$ cat config.mk
export PLATFORM = sky130hd
export DESIGN_NAME = uart_fifo_ctrl
export DESIGN_NICKNAME = d
export VERILOG_FILES = /design/src/rtl/uart_fifo_pkg.sv /design/src/rtl/uart_fifo_mem.sv /design/src/rtl/uart_fifo_ctrl.sv
export SDC_FILE = /design/constraint.sdc
export NUM_CORES = 1
export LEC_CHECK = 0
export CAP_MARGIN = 20
export CORE_AREA = 2 2 113 115
export CTS_BUF_LIST = sky130_fd_sc_hd__clkbuf_8 sky130_fd_sc_hd__clkbuf_16
export CTS_CLUSTER_DIAMETER = 150
export DETAILED_ROUTE_END_ITERATION = 8
export DIE_AREA = 0 0 115 117
export PLACE_DENSITY_LB_ADDON = 0.12
export SLEW_MARGIN = 5
export SYNTH_ARGS = -nofsm -noshare
export SYNTH_HDL_FRONTEND = slang
export SYNTH_SLANG_ARGS = --single-unit
$ cat constraint.sdc
create_clock -name clk -period 5 [get_ports clk]
set_input_delay 0.75 -clock clk [delete_from_list [all_inputs] [get_ports clk]]
set_output_delay 0.75 -clock clk [all_outputs]
set_load 0.005 [all_outputs]
$ cat src/rtl/uart_fifo_pkg.sv
// Shared constants and helpers for the UART byte FIFO.
package uart_fifo_pkg;

   localparam int FWFT_MODE = 1;
   localparam int REG_MODE  = 0;

   // Occupancy must represent 0..DEPTH inclusive, hence DEPTH+1 states.
   function automatic int level_width(input int depth);
      return $clog2(depth + 1);
   endfunction

endpackage

$ cat src/rtl/uart_fifo_mem.sv
// Simple dual-port storage: synchronous write, async read (FWFT) or registered read.
module uart_fifo_mem
   import uart_fifo_pkg::*;
#(
   parameter int DATA_BITS = 8,
   parameter int DEPTH     = 16,
   parameter int FWFT      = FWFT_MODE
) (
   input  logic                       clk,
   input  logic                       reset,
   input  logic                       i_wr_en,
   input  logic [$clog2(DEPTH)-1:0]   i_wr_addr,
   input  logic [DATA_BITS-1:0]       i_wr_data,
   input  logic                       i_rd_en,
   input  logic [$clog2(DEPTH)-1:0]   i_rd_addr,
   output logic [DATA_BITS-1:0]       o_rd_data
);

   logic [DATA_BITS-1:0] r_mem [DEPTH];

   always_ff @(posedge clk) begin
      if (i_wr_en) begin
         r_mem[i_wr_addr] <= i_wr_data;
      end
   end

   generate
      if (FWFT == FWFT_MODE) begin : g_async_rd
         logic w_unused;
         assign w_unused  = &{1'b0, reset, i_rd_en};
         assign o_rd_data = r_mem[i_rd_addr];
      end else begin : g_reg_rd
         logic [DATA_BITS-1:0] r_rd_data;
         // Holds the last popped word until the next accepted read.
         always_ff @(posedge clk) begin
            if (reset) begin
               r_rd_data <= '0;
            end else if (i_rd_en) begin
               r_rd_data <= r_mem[i_rd_addr];
            end
         end
         assign o_rd_data = r_rd_data;
      end
   endgenerate

endmodule

$ cat src/rtl/uart_fifo_ctrl.sv
// UART byte FIFO: pointers, occupancy, status flags and sticky error flags.
module uart_fifo_ctrl
   import uart_fifo_pkg::*;
#(
   parameter int DATA_BITS     = 8,
   parameter int DEPTH         = 16,
   parameter int AFULL_THRESH  = DEPTH - 2,
   parameter int AEMPTY_THRESH = 2,
   parameter int FWFT          = FWFT_MODE
) (
   input  logic                            clk,
   input  logic                            reset,
   input  logic                            wr_en,
   input  logic [DATA_BITS-1:0]            wr_data,
   input  logic                            rd_en,
   input  logic                            clear_err,
   output logic [DATA_BITS-1:0]            rd_data,
   output logic                            rd_valid,
   output logic                            full,
   output logic                            empty,
   output logic                            almost_full,
   output logic                            almost_empty,
   output logic [level_width(DEPTH)-1:0]   level,
   output logic                            overflow,
   output logic                            underflow
);

   localparam int PTR_W = $clog2(DEPTH);
   localparam int LVL_W = level_width(DEPTH);

   logic [PTR_W-1:0]     r_wr_ptr;
   logic [PTR_W-1:0]     r_rd_ptr;
   logic [LVL_W-1:0]     r_level;
   logic                 r_overflow;
   logic                 r_underflow;
   logic                 w_rd_acc;
   logic                 w_wr_acc;
   logic                 w_wr_rej;
   logic                 w_rd_rej;
   logic [DATA_BITS-1:0] w_mem_rd_data;

   // Explicit wrap so non-power-of-two depths never alias.
   function automatic logic [PTR_W-1:0] next_ptr(input logic [PTR_W-1:0] p);
      return (p == PTR_W'(DEPTH - 1)) ? '0 : p + PTR_W'(1);
   endfunction

   assign empty        = (r_level == '0);
   assign full         = (r_level == LVL_W'(DEPTH));
   assign almost_full  = (r_level >= LVL_W'(AFULL_THRESH));
   assign almost_empty = (r_level <= LVL_W'(AEMPTY_THRESH));
   assign level        = r_level;
   assign overflow     = r_overflow;
   assign underflow    = r_underflow;

   // A read frees a slot the same cycle, so a full FIFO still accepts a paired write.
   always_comb begin
      w_rd_acc = !reset && rd_en && !empty;
      w_wr_acc = !reset && wr_en && (!full || w_rd_acc);
      w_wr_rej = !reset && wr_en && !w_wr_acc;
      w_rd_rej = !reset && rd_en && empty;
   end

   always_ff @(posedge clk) begin
      if (reset) begin
         r_wr_ptr    <= '0;
         r_rd_ptr    <= '0;
         r_level     <= '0;
         r_overflow  <= 1'b0;
         r_underflow <= 1'b0;
      end else begin
         if (w_wr_acc) begin
            r_wr_ptr <= next_ptr(r_wr_ptr);
         end
         if (w_rd_acc) begin
            r_rd_ptr <= next_ptr(r_rd_ptr);
         end
         if (w_wr_acc && !w_rd_acc) begin
            r_level <= r_level + LVL_W'(1);
         end else if (!w_wr_acc && w_rd_acc) begin
            r_level <= r_level - LVL_W'(1);
         end
         r_overflow  <= w_wr_rej | (r_overflow & ~clear_err);
         r_underflow <= w_rd_rej | (r_underflow & ~clear_err);
      end
   end

   uart_fifo_mem #(
      .DATA_BITS (DATA_BITS),
      .DEPTH     (DEPTH),
      .FWFT      (FWFT)
   ) u_mem (
      .clk       (clk),
      .reset     (reset),
      .i_wr_en   (w_wr_acc),
      .i_wr_addr (r_wr_ptr),
      .i_wr_data (wr_data),
      .i_rd_en   (w_rd_acc),
      .i_rd_addr (r_rd_ptr),
      .o_rd_data (w_mem_rd_data)
   );

   generate
      if (FWFT == FWFT_MODE) begin : g_fwft
         assign rd_data  = empty ? '0 : w_mem_rd_data;
         assign rd_valid = !empty;
      end else begin : g_reg
         logic r_rd_valid;
         always_ff @(posedge clk) begin
            if (reset) begin
               r_rd_valid <= 1'b0;
            end else begin
               r_rd_valid <= w_rd_acc;
            end
         end
         assign rd_data  = w_mem_rd_data;
         assign rd_valid = r_rd_valid;
      end
   endgenerate

endmodule
* Yosys cells after proc, flatten, opt, wreduce, memory -nomap -nowiden
Memory sizes are Yosys's and may differ from the RTL's. A register that Yosys moved wholly into a read port is not among the register bits.
Index checks and enable logic that the tools add are counted.
** Operators by class
- $lt $le $gt $ge :: 2
- Reductions and logical operators :: 16
- Multiplexer cells :: 9
- Bitwise gates (word level) :: 5
- Add/subtract/negate cells :: 4
- Eq/ne operators :: 3
** Operators by type and width (count)
- two-way mux 4 bit :: 4
- two-way mux 5 bit :: 2
- adder 4 x 1 -> 4 bit (second input constant) :: 2
- == test 4 bit (second input constant) :: 2
- logical AND 1 bit :: 8
- two-way mux 8 bit :: 1
- adder 5 x 1 -> 5 bit (second input constant) :: 1
- == test 5 bit (second input constant) :: 1
- greater-or-equal comparator 5 x 4 -> 1 bit (second input constant) :: 1
- <= comparator 5 x 2 -> 1 bit (second input constant) :: 1
- zero test 1 bit :: 5
- zero test 5 bit :: 1
- subtractor 5 x 1 -> 5 bit (second input constant) :: 1
- bitwise AND 1 bit :: 2
- two-way mux 1 bit :: 2
- OR 1 bit :: 2
- nonzero test 2 bit :: 1
- logical OR 1 bit :: 1
- inverter 1 bit :: 1
** Word-level totals
- Output and inout bits :: 20
- Input bits :: 13
- Memories kept :: 1
- Memory bits (writable) :: 128
- Bits in registers :: 15
- Logic and storage cells :: 45
** Memory list
- u_mem.r_mem :: depth 16, width 8, rd ports 1, clocked after Yosys merged registers in 1, write ports 1, line uart_fifo_mem.sv:19 : logic [DATA_BITS-1:0] r_mem [DEPTH];

* Depth between registers and ports, before layout
Gate-level depths: netlist of run 1.
- Depth after elaboration :: 9
- Mapped depth :: 13
- Mapped depth without buffers :: 11

* Cells and area by module
From an unflattened synthesis of run 1, not the netlist that was laid out.
** Second synthesis, totals
- Cells, all modules :: 326
- Area total of the unflattened synthesis :: 5899.4 µm²
** Modules (own cells, without submodules)
- uart_fifo_mem :: area each 4987.3 µm², cells each 221, seq. area each 3843.7 µm², times used 1
- uart_fifo_ctrl :: area each 912.1 µm², cells each 105, seq. area each 300.3 µm², times used 1

* Worst setup path after synthesis of run 1
No wires, ideal clock.
- Path type :: register to register
- Start :: reg r_level[1], in the netlist level[1]
- End :: reg r_level[4], in the netlist level[4]
- Data arrival time :: 2827 ps
- Path slack :: 2052 ps
- Path buffers :: 1
- Clock period less this slack :: 2948 ps
- Required time :: 4879 ps
- Stages on the path, launching flop included :: 12
- Library setup time :: 121 ps
- Cell sequence :: dfxtp_1 > or4_4 > buf_6 > o311ai_4 > inv_1 > ha_1 > inv_1 > ha_1 > a21oi_1 > a211oi_1 > a31oi_1 > mux2_2
** On the way
- Word-level cells in the longest chain between the ends :: 8
- Elaborated cells between the ends (all ways) :: 16
- Those cells by class :: add/sub (2); eq/ne (1); mux (2); reduce/logical (11)
** RTL lines
- start: declaration :: line uart_fifo_ctrl.sv:33 : logic [LVL_W-1:0] r_level;
- start signal: assignment :: line uart_fifo_ctrl.sv:78 : r_level <= r_level + LVL_W'(1);
- start signal: assignment :: line uart_fifo_ctrl.sv:80 : r_level <= r_level - LVL_W'(1);
- zero test 5 bit :: line uart_fifo_ctrl.sv:47 : assign empty = (r_level == '0);
- zero test 1 bit :: line uart_fifo_ctrl.sv:57 : w_rd_acc = !reset && rd_en && !empty;
- logical AND 1 bit :: line uart_fifo_ctrl.sv:57
- logical OR 1 bit * :: line uart_fifo_ctrl.sv:58 : w_wr_acc = !reset && wr_en && (!full || w_rd_acc);
- logical AND 1 bit * :: line uart_fifo_ctrl.sv:58
- net u_mem.i_wr_en :: line uart_fifo_mem.sv:11 : input logic i_wr_en,
- zero test 1 bit :: line uart_fifo_ctrl.sv:79 : end else if (!w_wr_acc && w_rd_acc) begin
- logical AND 1 bit :: line uart_fifo_ctrl.sv:79
- nonzero test 2 bit (no line)
The timed path passes the listed nets; every way through them passes the cells marked *. The select of a mux whose other input is x is not followed.
A chain may end at the register's enable or synchronous reset.

==> results.py, run 1 <==
metrics = {
    "job": {
        "maxCapViolCount": 0,
    },
    "placed_design": {
        "gp_congestion": 0.788,
        "portBuffers": 32,
        "preCtsSetupSlack_ns": 1.25,
        "dp_hpwl_um": 7210,
    },
    "logic_synthesis": {
        "synth_cells": 332,
        "yosysWarnings": 0,
        "synth_seq_cells": 147,
        "synth_flop_cell": "edfxtp_1",
        "async_reset_ff_share_pct": 0,
        "syn_avg_cell_area_um2": 18.1,
        "synth_edf_count": 128,
        "synth-seq-area-share_pct": 70.3,
        "syn-cell-area_um2": 6010,
        "syn-num-nets": 355,
        "netlist-cell-type-count": 43,
    },
    "critical_path": {
        "cp_cell_sequence": "buf_4, mux4_2, a211oi_1, a211oi_1, clkdlybuf4s50_1",
        "cp-end-kind": "output pin",
        "slowest_delay_ns": 0.92,
        "cpMaxStageDelayCell": "dfxtp_1",
        "cp.required_ns": 4.25,
        "reg2reg_from": "level[1]",
        "crit_path_start_kind": "flip-flop",
        "cp_max_fo": 16,
        "cp_common_cell": "a211oi_1",
        "arrival_ns": 3.04,
        "critical_path_class": "flip-flop to output pin",
    },
    "route": {
        "viasPerCell": 5.78,
        "ant_nets": 0,
        "drtIter0Drc": 231,
        "routed_wl_um": 11500,
        "num_vias": 3062,
        "drt-pass1-iter-count": 4,
        "wl_per_cell_um": 21.8,
        "drc": 0,
    },
    "floorplan": {
        "initial_core_util_pct": 48.8,
        "ios": 33,
        "die_area_um2": 13500,
        "num_rows": 41,
        "die_h_um": 117,
        "die_w_um": 115,
        "core-area_um2": 12300,
    },
    "sta": {
        "fin_crit_ns": 3.79,
        "slew_headroom_pct": 35.3,
        "fin_skew_ns": 0.00671,
        "setup_violations": 0,
        "finalCritPeriodShare_pct": 75.8,
        "fin_ws_ns": 1.21,
        "tightest_slew_ns": 0.967,
        "final-hold-violation-count": 0,
        "fmax_mhz": 264,
        "rsz0062_at_grt": "false",
        "slew_violations": 0,
        "fin_setup_tns_ns": 0,
    },
    "cts": {
        "path_clk_slew_ns": 0.06,
        "cts_resized": 0,
        "cts.sinks": 147,
        "ctsHoldBuffers": 0,
        "clock_path_buffers": 2,
        "worstSkewPairLatency_ns": 0.41,
        "cts_max_level": 4,
        "cts_root_buf": "clkbuf_16",
        "post-cts-setup-buffers": 0,
        "cts_tree": "yes",
        "numCtsBuffers": 17,
    },
    "cells_and_area": {
        "syn2layout_area_growth_pct": 16.5,
        "diodes": 0,
        "drive_gt1_share_pct": 18.2,
        "final_cell_mix": "128 x edfxtp_1, 32 x mux4_2, 32 x clkdlybuf4s50_1",
        "nFillCells": 950,
        "final_common_cell": "edfxtp_1",
        "final_nets": 390,
    },
    "global_routing": {
        "grt_max_degree": 33,
        "grt.overflow.total": 0,
        "grt_pass1_wl_um": 17800,
        "antenna_found_initial": 0,
        "grt_pass1_vias": 3125,
        "grt_usage_pct": 18.8,
    },
    "hold_path": {
        "hold_start": "underflow",
        "hold_class": "flip-flop to flip-flop",
    },
    "power": {
        "p_per_area_nw_per_um2": 496,
        "p_leak_nw": 2.25,
        "peakVddDrop_uv": 259,
    },
    "run_status": {
        "status": "complete, no violations",
    },
}
==> stage by stage <==
stage,instance area (um^2),utilization (%),power (mW),hold WS (ns),instances
2_1_floorplan,6010,-,1.99,0.472,332
3_3_place_gp,6440,52.3,2.32,0.514,498
3_5_place_dp,6440,52.3,2.33,0.508,498
4_1_cts,7000,56.8,3.51,0.523,530
5_1_grt,7000,56.8,3.63,0.534,530
6_report,7000,56.8,3.47,0.516,530
==> path summary, 6_finish.rpt <==
path / endpoint / slack, ns / depth (start not counted)
worst max-delay path: rd_data[7] / 1.21 / 5
worst min-delay path: underflow / 0.52 / 2
worst max register to register: level[4] / 1.39 / 11
worst min register to register: underflow / 0.52 / 2
==> synth_stat cells (all sizes together), types with 5 or more instances <==
library cell	n	share of area, %
a211oi	17	2.1
a21oi	7	0.58
and2	13	1.4
and3	5	0.52
buf	14	1.2
clkbuf	5	0.31
dfxtp	19	6.3
edfxtp	128	64
ha	9	1.9
inv	9	0.56
mux2i	11	1.8
mux4	32	12
nand2	5	0.31
nor2	18	1.2
nor2b	8	0.83
==> logic make-up after synthesis <==
kind of cell,Yosys count,synth area share [%]
DFF,147,70.3
and+or+nand+nor,58,5.38
muxes,44,14.0
AOI/OAI and AO/OA,41,5.35
buffers and inverters,28,2.12
adders and majority gates,10,2.21
xor gates and xnor gates,4,0.583
==> layout make-up <==
cell class / count / area [um^2] / area share, %
Clock buffer: 17 / 425 / 6.08
Clock inverter: 15 / 126 / 1.81
Inverter: 9 / 33.8 / 0.483
Multi-Input combinational cell: 157 / 1650 / 23.6
Sequential cell: 147 / 4230 / 60.4
Tap cell: 150 / 188 / 2.68
Timing Repair Buffer: 35 / 343 / 4.90
==> flip-flops by register name (all words and copies together) (netlist names), named ones only <==
| signal | count |
|---|---|
| u_mem.r_mem | 128 |
| level | 5 |
| r_rd_ptr | 4 |
| r_wr_ptr | 4 |
| overflow | 1 |
| underflow | 1 |
==> metal layers <==
| metal | track usage (%) | vias up | routed length (um) |
|---|---|---|---|
| met4 | 7.31 | 0 | 163 |
| met5 | 0 | - | 0 |
| met1 | 24.2 | 1572 | 4940 |
| li1 | - | 1399 | - |
| met2 | 30.9 | 76 | 5860 |
| met3 | 5.05 | 15 | 587 |
==> critical path, delay by kind of cell (launching register included) <==
| kind | cells | cell delay [ns] |
|---|---|---|
| DFF | 1 | 0.92 |
| AOI/OAI and AO/OA | 2 | 0.51 |
| buffers and inverters | 2 | 0.87 |
| muxes | 1 | 0.31 |
==> power breakdown <==
part,internal [mW],switching (mW),leakage [nW]
sequential,1.38,0.0760,1.31
combinational,0.449,0.389,0.668
clock,0.718,0.460,0.272
Power figures use the tool's default switching activity.
==> run 2: changes to the inputs <==
- clock period: 5 -> 3.78 ns (I/O delays scaled with it)
==> results.py, run 2 (synthesis gave the netlist of run 1 again) <==
metrics = {
    "critical_path": {
        "arrival_ns": 2.78,
        "cp.required_ns": 3.21,
        "cp_max_fo": 15,
        "cp-end-kind": "output pin",
        "critical_path_class": "flip-flop to output pin",
        "crit_path_start_kind": "flip-flop",
    },
    "cts": {
        "ctsHoldBuffers": 0,
        "worstSkewPairLatency_ns": 0.42,
        "clock_path_buffers": 2,
        "cts_resized": 0,
        "post-cts-setup-buffers": 0,
        "cts_max_level": 4,
        "cts_root_buf": "clkbuf_16",
        "numCtsBuffers": 17,
        "path_clk_slew_ns": 0.06,
        "cts_tree": "yes",
        "cts.sinks": 147,
    },
    "cells_and_area": {
        "final_nets": 394,
        "syn2layout_area_growth_pct": 19.2,
        "nFillCells": 937,
        "final_cells": 534,
        "regArea_um2": 4230,
        "multi_input_area_um2": 1650,
        "fin_area_um2": 7160,
        "diodes": 0,
        "drive_gt1_share_pct": 21.4,
        "final_util_pct": 58.2,
        "final_cell_mix": "128 x edfxtp_1, 32 x mux4_2, 32 x clkdlybuf4s50_1",
        "top_register": "u_mem.r_mem",
        "final_common_cell": "edfxtp_1",
        "largest_register_ff_count": 128,
    },
    "placed_design": {
        "preCtsSetupSlack_ns": 0.420,
        "dp_hpwl_um": 6920,
        "portBuffers": 32,
        "gp_congestion": 0.756,
        "dp.cells": 502,
        "post_dp_cell_area_um2": 6470,
    },
    "floorplan": {
        "core-area_um2": 12300,
        "initial_core_util_pct": 48.8,
        "die_area_um2": 13500,
        "num_rows": 41,
        "die_w_um": 115,
        "die_h_um": 117,
        "ios": 33,
    },
    "sta": {
        "slew_headroom_pct": 57.2,
        "fin_crit_ns": 3.34,
        "slew_violations": 0,
        "finalCritPeriodShare_pct": 88.4,
        "setup_violations": 0,
        "fin_ws_ns": 0.437,
        "rsz0062_at_grt": "false",
        "fmax_mhz": 299,
        "hold_ws_ns": 0.517,
        "final-hold-violation-count": 0,
        "fin_skew_ns": 0.00917,
        "tightest_slew_ns": 0.642,
        "fin_setup_tns_ns": 0,
    },
    "route": {
        "drc": 0,
        "num_vias": 3025,
        "routed_wl_um": 11000,
        "drtIter0Drc": 178,
        "viasPerCell": 5.66,
        "wl_per_cell_um": 20.6,
        "drt-pass1-iter-count": 4,
        "ant_nets": 0,
    },
    "global_routing": {
        "grt_pass1_wl_um": 17100,
        "grt_usage_pct": 18.3,
        "grt_pass1_vias": 3112,
        "antenna_found_initial": 0,
        "grt.overflow.total": 0,
        "grt_max_degree": 33,
    },
    "power": {
        "p_per_area_nw_per_um2": 681,
        "p_leak_nw": 2.34,
        "peakVddDrop_uv": 441,
        "total_power_mw": 4.88,
    },
    "run_status": {
        "status": "complete, no violations",
    },
    "job": {
        "maxCapViolCount": 0,
    },
    "hold_path": {
        "hold_class": "flip-flop to flip-flop",
    },
}
run 2: cell types whose count changed in the layout (fill, tap and decap cells not counted), moves of 2 or more:
cell / previous run / this run
buf_4: 3 / 7
bufinv_16: 2 / 0
clkbuf_16: 17 / 26
clkinv_1: 6 / 0
clkinv_2: 0 / 3
clkinvlp_4: 2 / 0
inv_1: 11 / 8
inv_4: 0 / 2
run 2: report_power, final:
group | switching, mW | total (mW) | leakage (nW) | internal (mW)
Combinational | 0.521 | 1.13 | 0.688 | 0.614
Sequential | 0.0845 | 1.91 | 1.31 | 1.83
Clock | 0.639 | 1.83 | 0.345 | 1.19
Total | 1.24 | 4.88 | 2.34 | 3.63
run 2: layout make-up:
type | count | area share (%)
flip-flops and latches | 147 | 59.0
multi-input cells | 157 | 23.1
clock buffers | 26 | 9.09
repair buffers | 39 | 5.21
well taps | 150 | 2.62
clock inverters | 6 | 0.507
inverters | 9 | 0.472
run 2: final timing paths:
check / to / depth (start not counted) / start / slack, ns
max: rd_data[4] / 6 / flip-flop / 0.44
min: flip-flop / 2 / r_rd_ptr[3] / 0.52
max reg2reg: level[4] / 10 / level[1] / 0.64
min reg2reg: flip-flop / 2 / r_rd_ptr[3] / 0.52
run 2: routing by layer:
layer,global-route usage [%],vias up,part of all wire (%)
met5,0,-,0
met4,7.87,0,1.6
met3,4.99,15,5.1
met2,29.8,68,50
met1,23.3,1529,43
li1,-,1413,-
run 2: critical path: stages (launching register included):
cell and delay, ns:
dfxtp_2 0.65, buf_4 0.26, mux4_2 0.49, nor2b_1 0.14, a211oi_1 0.22, a211oi_1 0.10
clkdlybuf4s50_1 0.50
